`src/rtl/bus_arbiter_rr.sv`:
```
// Round-robin bus arbiter with tenure preemption and slave watchdog; grant is registered, one cycle after DMA is sampled.
// No backpressure: requesters hold DMA until served, and each handoff inserts one dead (TURN) cycle.
module bus_arbiter_rr #(
    parameter int N        = 8,
    parameter int MAX_HOLD = 16,
    parameter int TIMEOUT  = 255,
    parameter int TO_W     = 8,
    localparam int IW      = (N > 1) ? $clog2(N) : 1
) (
    input  logic          clk,
    input  logic          clr_in,
    input  logic [N-1:0]  DMA,
    input  logic          BUS_ready,
    input  logic          err_clr,
    output logic [N-1:0]  grant,
    output logic          BUS_req,
    output logic [IW-1:0] owner,
    output logic          bus_err,
    output logic [IW-1:0] err_master,
    output logic          err_sticky
);

    localparam logic [1:0] ST_IDLE  = 2'd0;
    localparam logic [1:0] ST_GRANT = 2'd1;
    localparam logic [1:0] ST_TURN  = 2'd2;

    localparam int              HW        = $clog2(MAX_HOLD + 1);
    localparam logic [HW-1:0]   HOLD_LAST = HW'(MAX_HOLD - 1);
    localparam logic [HW-1:0]   HOLD_SAT  = '1;
    localparam logic            TO_EN     = (TIMEOUT != 0);
    localparam logic [TO_W-1:0] TO_LAST   = TO_W'(TIMEOUT - 1);

    logic [1:0]      state_q, state_d;
    logic [IW-1:0]   ptr_q, ptr_d;
    logic [HW-1:0]   hold_q, hold_d;
    logic [TO_W-1:0] wd_q, wd_d;
    logic [N-1:0]    grant_q, grant_d;
    logic            req_q, req_d;
    logic [IW-1:0]   owner_q, owner_d;
    logic            err_q, err_d;
    logic [IW-1:0]   errm_q, errm_d;
    logic            sticky_q, sticky_d;

    logic            pick_vld;
    logic [IW-1:0]   pick_idx;
    logic [IW-1:0]   ptr_inc;
    logic            others_req;
    logic            rel;

    // Scan downward so the lowest offset from ptr is the last (winning) assignment.
    always_comb begin
        pick_vld = 1'b0;
        pick_idx = '0;
        for (int k = N - 1; k >= 0; k--) begin
            if (DMA[(int'(ptr_q) + k) % N]) begin
                pick_vld = 1'b1;
                pick_idx = IW'((int'(ptr_q) + k) % N);
            end
        end
    end

    assign ptr_inc    = (owner_q == IW'(N - 1)) ? '0 : owner_q + 1'b1;
    assign others_req = |(DMA & ~grant_q);

    always_comb begin
        state_d = state_q;
        ptr_d   = ptr_q;
        hold_d  = hold_q;
        wd_d    = wd_q;
        grant_d = grant_q;
        owner_d = owner_q;
        err_d   = 1'b0;
        errm_d  = errm_q;
        rel     = 1'b0;

        case (state_q)
            ST_GRANT: begin
                if (hold_q != HOLD_SAT) hold_d = hold_q + 1'b1;
                wd_d = BUS_ready ? '0 : wd_q + 1'b1;

                if (!DMA[owner_q]) begin
                    rel = 1'b1;
                end else if (TO_EN && (wd_q == TO_LAST) && !BUS_ready) begin
                    rel    = 1'b1;
                    err_d  = 1'b1;
                    errm_d = owner_q;
                end else if (BUS_ready && (hold_q >= HOLD_LAST) && others_req) begin
                    rel = 1'b1;
                end

                if (rel) begin
                    grant_d = '0;
                    ptr_d   = ptr_inc;
                    state_d = ST_TURN;
                end
            end
            default: begin
                if (pick_vld) begin
                    grant_d = N'(1) << pick_idx;
                    owner_d = pick_idx;
                    hold_d  = '0;
                    wd_d    = '0;
                    state_d = ST_GRANT;
                end else begin
                    grant_d = '0;
                    state_d = ST_IDLE;
                end
            end
        endcase

        req_d = |grant_d;
        // A new error outranks a coincident clear.
        sticky_d = err_d ? 1'b1 : (err_clr ? 1'b0 : sticky_q);
    end

    always_ff @(posedge clk or negedge clr_in) begin
        if (!clr_in) begin
            state_q  <= ST_IDLE;
            ptr_q    <= '0;
            hold_q   <= '0;
            wd_q     <= '0;
            grant_q  <= '0;
            req_q    <= 1'b0;
            owner_q  <= '0;
            err_q    <= 1'b0;
            errm_q   <= '0;
            sticky_q <= 1'b0;
        end else begin
            state_q  <= state_d;
            ptr_q    <= ptr_d;
            hold_q   <= hold_d;
            wd_q     <= wd_d;
            grant_q  <= grant_d;
            req_q    <= req_d;
            owner_q  <= owner_d;
            err_q    <= err_d;
            errm_q   <= errm_d;
            sticky_q <= sticky_d;
        end
    end

    assign grant      = grant_q;
    assign BUS_req    = req_q;
    assign owner      = owner_q;
    assign bus_err    = err_q;
    assign err_master = errm_q;
    assign err_sticky = sticky_q;

endmodule

```
`config.mk`:
```
export PLATFORM = sky130hd
export DESIGN_NAME = bus_arbiter_rr
export DESIGN_NICKNAME = d
export VERILOG_FILES = /design/src/rtl/bus_arbiter_rr.sv
export SDC_FILE = /design/constraint.sdc
export NUM_CORES = 1
export LEC_CHECK = 0
export BUFFER_PORTS_ARGS = -buffer_cell sky130_fd_sc_hd__buf_2
export CORE_AREA = 10 10 114 116
export CTS_BUF_LIST = sky130_fd_sc_hd__clkbuf_4
export DETAILED_ROUTE_END_ITERATION = 10
export DIE_AREA = 0 0 124 126
export PLACE_DENSITY = 0.46
export SLEW_MARGIN = 0
export SYNTH_ARGS = -nofsm -noshare
export SYNTH_HDL_FRONTEND = slang
export SYNTH_SLANG_ARGS = --single-unit
export TNS_END_PERCENT = 50
```
`constraint.sdc`:
```
create_clock -name clk -period 3.43 [get_ports clk]
set_input_delay 0.5145 -clock clk [delete_from_list [all_inputs] [get_ports clk]]
set_output_delay 0.5145 -clock clk [all_outputs]
set_load 0.05 [all_outputs]
```
==> reports/summary.log, run 1 <==
[global_routing] global routing usage on met2 0.140
[cts] clock tree root buffer cell clkbuf_4
[timing] Slew Viols, Final 0
[floorplan] horizontal die dimension 124 um
[synth] main area contributors after synthesis dfrtp_1, mux4_2, ha_1
[global_routing] busiest layer in global routing met2
[route] final routed DRC violation total 0
[cells_and_area] number of diodes added for antenna fixing 0
[critical_path] source of the critical timing path ptr_q[0]$_DFFE_PN0P_
[cts] count of hold buffers inserted by post-cts repair 0
[synth] synthesized area per cell 9.88 um^2
[route] via density per instance 4.98
[cts] clock transition time at the flip-flop clock pins of the worst setup and hold paths 110 ps
[pwr] net load switching power 1.44 mW
[route] count of routing violations after the opening detailed-route iteration 114
[critical_path] kind of start point of the critical path flip-flop
[global_routing] global-route track usage on met1 0.118
[pwr] Lkg Pwr 1.27 nW
[cts] # clock sinks 35
[route] total vias in the final route 2122
[pwr] proportion of power drawn by the clock network 0.073
[timing] number of setup violations in the final report 0
[route] Avg WL per Cell 16.0 um
[pwr] Flop pwr share 0.232
[pwr] internal cell power 1.39 mW
[cts] total CTS buffers 5
[critical_path] Register-to-Register Setup Slack 440 ps
[timing] Setup Total Neg Slack 0 ps
[cells_and_area] NumNets Final 307
[critical_path] critical path endpoint category flip-flop
[cells_and_area] area grow syn2layout 13.6%
[synth] Mapped Cells 255
[synth] Mapped Area 2520 um^2
[global_routing] grt ovf 0
[placement] number of input and output port buffers inserted 28
[global_routing] routing usage on met3 0.0179
[global_routing] global-route wire length before repair 11400 um
[route] first-pass iteration count of the detailed router 6
[floorplan] overall die area 15600 um^2
[synth] number of distinct standard cells referenced by the synthesized netlist 44
[run_status] result of the run finished, final reports clean
[synth] largest area contributor in the netlist dfrtp_1
[placement] routability congestion estimate from global placement 0.820
[floorplan] starting utilization of the core area 0.235
[cts] Resize count post-CTS 0
[cells_and_area] proportion of layout cells with a drive suffix above 1 0.220
[floorplan] Chip Height 126 um
[timing] final critical path time including I/O delays and setup 2990 ps
[floorplan] Top-Level Pins 29
[floorplan] number of core rows 38
[placement] estimated wirelength of the detail-placed design 5110 um
[cells_and_area] commonest non-fill, non-tap cells in the layout dfrtp_1, nand2_1, buf_2
[route] Total Wirelength 6820 um
[synth] Synth Warn # 0
[hold_path] Worst Hold Class in2async
[global_routing] via count of the first global-routing pass 2112
[critical_path] end of the worst register-to-register path grant[4]$_DFF_PN0_
[cts] clock tree from TritonCTS yes
[cts] Clock Latency Late Sink 330 ps
[timing] relative slew slack 0.469
[critical_path] Worst Reg-to-Reg Cells 9
[global_routing] number of antenna violations at the first check in global routing 0
[critical_path] Required @ worst endpoint 3660 ps
[critical_path] critical path fanouts, max 10
[synth] portion of synthesized cell area occupied by the leading cell type 0.348
[timing] Hold Fails Final Rpt 0
[pwr] pwr dens 991 nW/um^2
[cts] maximum clock insertion buffer count 2
[route] antenna viol nets, final 0
[placement] cell area reported after detailed placement 2810 um^2
[global_routing] Overall Global Routing Usage 0.0897
[cells_and_area] commonest non-fill, non-tap cell in the layout dfrtp_1
[critical_path] Arr. time, crit path 3210 ps
[pwr] proportion of power drawn by combinational gates 0.694
[cts] setup repair bufs after CTS 0
[cells_and_area] Final Cell Area 2860 um^2
[critical_path] R2R Path Start ptr_q[0]$_DFFE_PN0P_
[critical_path] critical path class reg2reg
[timing] slew at the pin closest to its max-slew limit 796 ps
[timing] final period utilization 0.870
[floorplan] Core Box Area 10700 um^2
[cts] maximum level of the CTS H-tree 2
[synth] post-synth net total 276
[critical_path] end point of the critical path grant[4]$_DFF_PN0_
[timing] maximum clock rate 0.335 GHz
[pwr] Sw Ratio 0.508
[timing] setup repair after global routing missed its margin no
[synth] sequential element share of the synthesized area 0.348
[job] count of max-cap constraint violations 0
[global_routing] pin count of the biggest net entering global routing 36
[timing] Final Skew 4.05 ps
[synth] number of register bits inferred by synthesis 35
[pwr] worst voltage drop across the vdd grid 0.339 mV
[synth_stat cells]
cell       instances
a21o_1             1
dfrtp_1           35
a22oi_1            2
mux2i_1            4
a2111oi_2          1
ha_1               9
nand4_1            1
buf_2              4
nand2_1           29
xor2_1             5
nand2b_1           5
or2_4              1
buf_6              2
nor2b_1            2
nor2_1            15
xnor2_1            3
a2bb2oi_1          2
a21oi_1           11
mux4_1             4
nand4b_1           1
or3_1              1
o21ai_1            2
and3_1             5
o31ai_1           11
clkbuf_1           2
and2_1             3
mux2_4             1
a22o_1             1
and3_4             1
nand3_1            6
a32o_1             4
o32a_1             1
o31a_1             1
inv_1             19
nor3_2             1
nor3b_1            2
mux4_2            10
o21ai_0           17
o22ai_1            7
a211o_1            1
a211oi_1           2
mux2_2            10
nor4_1             8
a31oi_1            2
[routing by layer]
| layer | vias to the layer above | routed length, um |
|---|---|---|
| met1 | 1053 | 3130 |
| met2 | 42 | 3230 |
| li1 | 1015 | - |
| met3 | 12 | 330 |
| met5 | - | 0 |
| met4 | 0 | 131 |
[cells by family (layout without fill, tap and decap cells)]
| kind of cell | after synthesis | in the layout | synth area share |
|---|---|---|---|
| compound gates | 66 | 66 | 0.173 |
| xor+xnor | 8 | 8 | 0.0278 |
| fa+ha+maj | 9 | 9 | 0.0447 |
| buf+inv | 27 | 58 | 0.0482 |
| flops | 35 | 35 | 0.348 |
| mux | 29 | 29 | 0.198 |
| simple gates | 81 | 81 | 0.161 |
[power by group through the flow]
stage / logic [mW] / registers, mW / clock network, mW
5_1_grt: 2.18 / 0.682 / 0.233
2_1_floorplan: 1.45 / 0.746 / 0
3_3_place_gp: 1.98 / 0.668 / 0
6_report: 1.97 / 0.658 / 0.208
4_1_cts: 1.98 / 0.661 / 0.219
3_5_place_dp: 1.96 / 0.670 / 0
[sequential cells by signal (all words and copies together) (netlist names)]
name and cells:
bus_err 1, BUS_req 1, wd_q 8, state_q 2, ptr_q 3, hold_q 5, err_master 3, grant 8
err_sticky 1, owner 3
[metrics by stage]
step	setup WS [ps]	hold WS, ps	power [mW]	util	cells
after floorplan	355	219	2.20	-	255
final	444	262	2.83	0.267	426
after global placement	485	472	2.65	0.263	419
after detailed placement	456	471	2.63	0.263	419
after global routing	170	304	3.10	0.267	426
after CTS	423	283	2.86	0.267	426
[critical path: stages (launching register included)]
cell,delay [ps]
dfrtp_1,360
inv_1,90
ha_1,540
mux4_2,600
mux2_4,300
a211o_1,270
a31oi_1,170
o21ai_1,100
and3_4,220
a32o_1,240
[area by class of cell]
| class | instances | area, um^2 |
|---|---|---|
| clock buffer | 5 | 37.5 |
| clock inverter | 2 | 8.76 |
| fill | 1154 | 7840 |
| inverter | 19 | 71.3 |
| multi-input combinational | 193 | 1520 |
| sequential | 35 | 876 |
| tap | 140 | 175 |
| timing repair buffer | 32 | 170 |
[worst min-delay path by stage]
stage               cells after the start                    end  slack [ps]
floorplan                               0      BUS_req$_DFF_PN0_         220
global placement                        1    wd_q[7]$_DFFE_PN0P_         470
detailed placement                      1    wd_q[7]$_DFFE_PN0P_         470
CTS                                     1   owner[2]$_DFFE_PN0P_         280
global route                            1  hold_q[4]$_DFFE_PN0P_         300
finish                                  1  hold_q[0]$_DFFE_PN0P_         260
Note: power is estimated with default switching activity, not from simulation.
==> inputs of run 2 (changes only) <==
Settings changed: REMOVE_ABC_BUFFERS set to 1.
==> run 2 against run 1 <==
Against the previous run:
- global-route usage increased by 0.22 points
- die area unchanged
- setup slack improved by 100 ps
- fmax increased by 3.6%
- combinational power increased by 5%
- sequential cell count unchanged
- non-clock buffer count increased by 2
- register-to-register slack improved by 100 ps
- critical path type unchanged
- critical endpoint is now grant[6]$_DFF_PN0_
==> reports/summary.log, run 2 (synthesis results as in run 1) <==
[global_routing] busiest layer in global routing met2
[critical_path] R2R Path Start ptr_q[0]$_DFFE_PN0P_
[global_routing] Overall Global Routing Usage 0.0919 [+0.00220]
[global_routing] routing usage on met3 0.0179 [unchanged]
[timing] Slew Viols, Final 0 [unchanged]
[route] Avg WL per Cell 16.5 um [+3.2%]
[pwr] worst voltage drop across the vdd grid 0.390 mV [+15%]
[floorplan] number of core rows 38 [unchanged]
[global_routing] pin count of the biggest net entering global routing 36 [unchanged]
[placement] estimated wirelength of the detail-placed design 5400 um [+5.7%]
[run_status] result of the run finished, final reports clean
[timing] Setup Total Neg Slack 0 ps [unchanged]
[hold_path] Worst Hold Class in2async
[timing] number of setup violations in the final report 0 [unchanged]
[floorplan] Chip Height 126 um [unchanged]
[critical_path] kind of start point of the critical path flip-flop
[cells_and_area] proportion of layout cells with a drive suffix above 1 0.232 [+0.0116]
[critical_path] Worst Reg-to-Reg Cells 10 [+1]
[floorplan] Core Box Area 10700 um^2 [unchanged]
[floorplan] overall die area 15600 um^2 [unchanged]
[cells_and_area] commonest non-fill, non-tap cells in the layout dfrtp_1, nand2_1, buf_2
[global_routing] global-route track usage on met1 0.131 [+0.0126]
[timing] slew at the pin closest to its max-slew limit 810 ps [+14.2 ps]
[cells_and_area] fin cells 429 [+0.70%]
[global_routing] global routing usage on met2 0.138 [-0.00249]
[floorplan] starting utilization of the core area 0.235 [unchanged]
[job] count of max-cap constraint violations 0 [unchanged]
[cells_and_area] Final Cell Area 2910 um^2 [+1.7%]
[placement] routability congestion estimate from global placement 0.871 [+6.2%]
[cells_and_area] NumNets Final 309 [+0.65%]
[cts] maximum clock insertion buffer count 2 [unchanged]
[pwr] pwr dens 1040 nW/um^2 [+5.4%]
[timing] Hold Fails Final Rpt 0 [unchanged]
[cts] clock tree from TritonCTS yes
[critical_path] source of the critical timing path ptr_q[0]$_DFFE_PN0P_
[route] Total Wirelength 7090 um [+4.0%]
[critical_path] critical path fanouts, max 8 [-2]
[cts] clock transition time at the flip-flop clock pins of the worst setup and hold paths 130 ps [+20 ps]
[route] antenna viol nets, final 0 [unchanged]
[route] first-pass iteration count of the detailed router 4 [-2]
[placement] number of input and output port buffers inserted 28 [unchanged]
[timing] Final Skew 19.7 ps [+15.6 ps]
[cts] maximum level of the CTS H-tree 2 [unchanged]
[timing] maximum clock rate 0.347 GHz [+3.6%]
[critical_path] critical path class reg2reg
[timing] final period utilization 0.840 [-0.0304]
[floorplan] Top-Level Pins 29 [unchanged]
[pwr] Lkg Pwr 1.30 nW [+2.1%]
[cells_and_area] commonest non-fill, non-tap cell in the layout dfrtp_1
[placement] Cell Count Post-Placement 421 [+0.48%]
[cells_and_area] number of diodes added for antenna fixing 0 [unchanged]
[route] final routed DRC violation total 0 [unchanged]
[placement] cell area reported after detailed placement 2830 um^2 [+0.53%]
[global_routing] number of antenna violations at the first check in global routing 0 [unchanged]
[floorplan] horizontal die dimension 124 um [unchanged]
[route] count of routing violations after the opening detailed-route iteration 230 [+100%]
[cts] setup repair bufs after CTS 0 [unchanged]
[critical_path] critical path endpoint category flip-flop
[timing] final critical path time including I/O delays and setup 2880 ps [-104 ps]
[cts] total CTS buffers 5 [unchanged]
[global_routing] via count of the first global-routing pass 2167 [+2.6%]
[cts] count of hold buffers inserted by post-cts repair 0 [unchanged]
[timing] setup repair after global routing missed its margin no
[cts] clock tree root buffer cell clkbuf_4
[cells_and_area] area grow syn2layout 15.5%
[critical_path] Required @ worst endpoint 3680 ps [+20 ps]
[route] via density per instance 5.03 [+0.94%]
[cts] Clock Latency Late Sink 350 ps [+20 ps]
[critical_path] Arr. time, crit path 3130 ps [-80 ps]
[global_routing] grt ovf 0 [unchanged]
[global_routing] global-route wire length before repair 11600 um [+1.8%]
[timing] relative slew slack 0.460 [-0.00944]
[route] total vias in the final route 2157 [+1.6%]
[cts] # clock sinks 35 [unchanged]
[cts] Resize count post-CTS 0 [unchanged]
==> run 2: per-stage QoR <==
step	setup slack (ps)	utilization	hold slack (ps)	power [mW]
5_1_grt	336	0.272	257	3.28
3_5_place_dp	583	0.264	475	2.72
2_1_floorplan	234	-	219	2.15
6_report	549	0.272	239	3.04
3_3_place_gp	549	0.264	474	2.71
4_1_cts	517	0.272	257	3.04
==> run 2: power by group <==
part	switching (mW)	total [mW]	leakage [nW]	internal (mW)
registers	0.148	0.664	0.462	0.516
logic	1.24	2.06	0.790	0.825
clock network	0.157	0.311	0.0452	0.153
==> run 2: critical path, cell delays in order (launching register included) <==
cell     delay [ps]
dfrtp_1         400
inv_1           130
ha_1            370
buf_4           200
mux4_2          370
mux2_4          320
a211o_1         280
a31oi_1         170
o21ai_1          90
and3_4          220
a32o_1          240
==> run 2: routing by layer <==
metal,up-vias,part of all wire
met2,66,0.45
met4,0,0.011
met1,1055,0.48
li1,1030,-
met5,-,0
met3,6,0.052
==> run 2: layout make-up <==
class | count | area [um^2]
Multi-Input combinational cell | 193 | 1520
Inverter | 19 | 71.3
Sequential cell | 35 | 876
Clock buffer | 5 | 37.5
Timing Repair Buffer | 34 | 185
Tap cell | 140 | 175
Fill cell | 1138 | 7790
Clock inverter | 3 | 43.8
==> run 2: final timing paths <==
check	to	slack, ps
min	err_sticky$_DFFE_PN0P_	240
max in group asynchronous	hold_q[1]$_DFFE_PN0P_	2670
max reg2reg	grant[6]$_DFF_PN0_	550
min reg2reg	wd_q[7]$_DFFE_PN0P_	490
min in group clk	err_sticky$_DFFE_PN0P_	330
max	grant[6]$_DFF_PN0_	550
==> inputs of run 3 (changes only) <==
Settings changed: ABC_AREA set to 1, CORE_AREA 10 10 114 116 to 10 10 113 115, DIE_AREA 0 0 124 126 to 0 0 123 125.
Clock period 3.43 ns to 2.8 ns, I/O delays scaled along.
==> run 3 against run 2 <==
Against the previous run:
- cell count rose by 24%
- non-clock buffer count down 2
- synthesized cell count increased by 39%
- register-to-register slack got worse by 270 ps
- synthesized area decreased by 2.2%
- sequential cell count stayed put
- largest cell class unchanged
- clock skew grew 2.9 ps
- core utilization is 0.23 points lower
==> reports/summary.log, run 3 <==
[run_status] result of the run finished, final reports clean
[synth] largest area contributor in the netlist dfrtp_1
[critical_path] critical path fanouts, max 9 [+1]
[timing] maximum clock rate 0.396 GHz [+14%]
[floorplan] number of core rows 38 [unchanged]
[timing] final critical path time including I/O delays and setup 2520 ps [-359 ps]
[cts] clock tree from TritonCTS yes
[critical_path] R2R Path Start ptr_q[0]$_DFFE_PN0P_
[global_routing] grt ovf 0 [unchanged]
[synth] most used flip-flop cell after synthesis dfrtp_1
[route] count of routing violations after the opening detailed-route iteration 116 [-50%]
[cts] maximum level of the CTS H-tree 2 [unchanged]
[timing] Slew Viols, Final 0 [unchanged]
[synth] count of flip-flops with a built-in enable after synthesis 0 [unchanged]
[cts] total CTS buffers 5 [unchanged]
[cells_and_area] commonest non-fill, non-tap cell in the layout nand2_1
[route] Avg WL per Cell 13.0 um [-21%]
[cells_and_area] area grow syn2layout 16.2%
[critical_path] Required @ worst endpoint 3040 ps [-640 ps]
[timing] final period utilization 0.901 [+0.0609]
[timing] relative slew slack 0.472 [+0.0123]
[timing] number of setup violations in the final report 0 [unchanged]
[route] Total Wirelength 6940 um [-2.1%]
[cts] count of hold buffers inserted by post-cts repair 0 [unchanged]
[timing] Hold Fails Final Rpt 0 [unchanged]
[floorplan] Core Box Area 10600 um^2 [-0.89%]
[synth] main area contributors after synthesis dfrtp_1, nand2_1, nand3_1
[synth] Mapped Cells 355 [+39%]
[job] count of max-cap constraint violations 0 [unchanged]
[placement] routability congestion estimate from global placement 0.906 [+4.0%]
[cts] maximum clock insertion buffer count 2 [unchanged]
[synth] synthesized area per cell 6.94 um^2 [-30%]
[global_routing] via count of the first global-routing pass 2350 [+8.4%]
[critical_path] Worst Reg-to-Reg Cells 18 [+8]
[cells_and_area] filler instances 1193 [+4.8%]
[critical_path] source of the critical timing path ptr_q[0]$_DFFE_PN0P_
[critical_path] critical path class reg2reg
[cells_and_area] Final Cell Area 2860 um^2 [-1.7%]
[cells_and_area] NumNets Final 411 [+33%]
[global_routing] pin count of the biggest net entering global routing 36 [unchanged]
[synth] sequential element share of the synthesized area 0.356 [+0.00795]
[critical_path] kind of start point of the critical path flip-flop
[placement] estimated wirelength of the detail-placed design 5560 um [+3.1%]
[global_routing] number of antenna violations at the first check in global routing 1 [+1]
[synth] most frequent cell after synthesis nand2_1
[placement] cell area reported after detailed placement 2760 um^2 [-2.4%]
[route] final routed DRC violation total 0 [unchanged]
[cts] clock tree root buffer cell clkbuf_4
[route] antenna viol nets, final 0 [unchanged]
[synth] Synth Warn # 0 [unchanged]
[floorplan] overall die area 15400 um^2 [-1.6%]
[synth] Mapped Area 2460 um^2 [-2.2%]
[critical_path] Arr. time, crit path 2760 ps [-370 ps]
[timing] Final Skew 22.5 ps [+2.86 ps]
[global_routing] Overall Global Routing Usage 0.0926 [+0.000759]
[cells_and_area] commonest non-fill, non-tap cells in the layout nand2_1, inv_1, nand3_1
[synth] top cells by instance count after synthesis nand2_1, inv_1, nand3_1
[synth] portion of synthesized cell area occupied by the leading cell type 0.356 [+0.00795]
[cts] # clock sinks 35 [unchanged]
[critical_path] critical path endpoint category flip-flop
[cts] clock transition time at the flip-flop clock pins of the worst setup and hold paths 130 ps [about the same]
[timing] slew at the pin closest to its max-slew limit 792 ps [-18.4 ps]
[placement] number of input and output port buffers inserted 28 [unchanged]
[critical_path] Register-to-Register Setup Slack 280 ps [-270 ps]
[synth] number of distinct standard cells referenced by the synthesized netlist 31 [-30%]
[route] via density per instance 4.34 [-14%]
[route] total vias in the final route 2310 [+7.1%]
[synth] share of async-settable or async-resettable flops after synthesis 1.00 [unchanged]
[synth] number of register bits inferred by synthesis 35 [unchanged]
[floorplan] Chip Height 125 um [-0.79%]
[critical_path] end of the worst register-to-register path BUS_req$_DFF_PN0_
[critical_path] end point of the critical path BUS_req$_DFF_PN0_
[floorplan] starting utilization of the core area 0.232 [-0.00320]
[cts] Clock Latency Late Sink 350 ps [about the same]
[global_routing] global-route wire length before repair 11600 um [+0.35%]
[floorplan] Top-Level Pins 29 [unchanged]
[cells_and_area] proportion of layout cells with a drive suffix above 1 0.182 [-0.0502]
[floorplan] horizontal die dimension 123 um [-0.81%]
[route] first-pass iteration count of the detailed router 4 [unchanged]
[hold_path] Worst Hold Class in2async
==> run 3: cell types whose count changed after synthesis, sizes merged, moves of 4 or more <==
cell    previous run  this run
a32o               4         0
mux4              14         0
nand2             29       104
mux2              11         0
nand3              6        48
nor4               8         0
nand2b             5         0
nor2              15        27
mux2i              4         0
o31ai             11         2
inv               19        64
and3               6         0
==> run 3: repair_timing <==
item | CTS | global route
buffers inserted | 0 | 1
setup endpoints to repair | 0 | 3
resized for setup | 0 | 2
==> run 3: routing by layer <==
metal,track usage,share of wire
met1,0.113,0.44
met2,0.153,0.49
met3,0.0221,0.058
met4,0.0350,0.013
met5,0,0
==> run 3: critical path, cell delays in order, from the launching register on <==
cell     delay, ps
dfrtp_1        420
inv_2          140
ha_1           330
inv_2          120
nand3_1        120
nand3_1        130
nand2_1        100
inv_1          100
nand4_1         80
inv_1           60
nand2_1         90
inv_2          140
nor2_4          70
nand2_2        100
inv_1           60
a21oi_2        160
nand2_1         60
nor2_1          80
nand2_1         60
==> run 3: how the worst min path moves through the flow <==
stage,start,end,slack (ps),cells after the start
detailed placement,err_master[0]$_DFFE_PN0P_,err_master[0]$_DFFE_PN0P_,470,2
finish,clr_in,wd_q[5]$_DFFE_PN0P_,140,1
CTS,clr_in,wd_q[5]$_DFFE_PN0P_,160,1
floorplan,clr_in,BUS_req$_DFF_PN0_,120,0
global placement,err_master[0]$_DFFE_PN0P_,err_master[0]$_DFFE_PN0P_,470,2
global route,clr_in,wd_q[5]$_DFFE_PN0P_,200,1
==> run 3: kinds of logic after synthesis <==
logic type / Yosys count / synth area share
AND/OR/NAND/NOR: 187 / 0.342
buffers and inverters: 69 / 0.116
AO/OA/AOI/OAI: 46 / 0.108
flip-flops: 35 / 0.356
XOR/XNOR: 9 / 0.0320
adder cells (fa/ha/maj): 9 / 0.0457
==> run 3: cell type report <==
class                           count  area (um^2)  area share
Clock inverter                      3         43.8      0.0153
Multi-Input combinational cell    251         1310       0.458
Antenna cell                        1         2.50    0.000875
Tap cell                          140          175      0.0612
Sequential cell                    35          876       0.306
Inverter                           65          246      0.0862
Clock buffer                        5         37.5      0.0131
Timing Repair Buffer               32          170      0.0595
==> run 3: metrics by stage <==
step,utilization,hold WS [ps],cells,setup WS (ps),TNS [ps]
after floorplan,-,124,351,338,0
after global placement,0.260,465,522,182,0
after detailed placement,0.260,471,522,188,0
after CTS,0.268,163,530,148,0
after global routing,0.270,197,532,-11.3,-11.3
final,0.270,140,532,277,0
Power of run 3 is left out: the tool's default activity adds up to more than one toggle a clock period on the data nets, which glitch-free logic cannot reach.
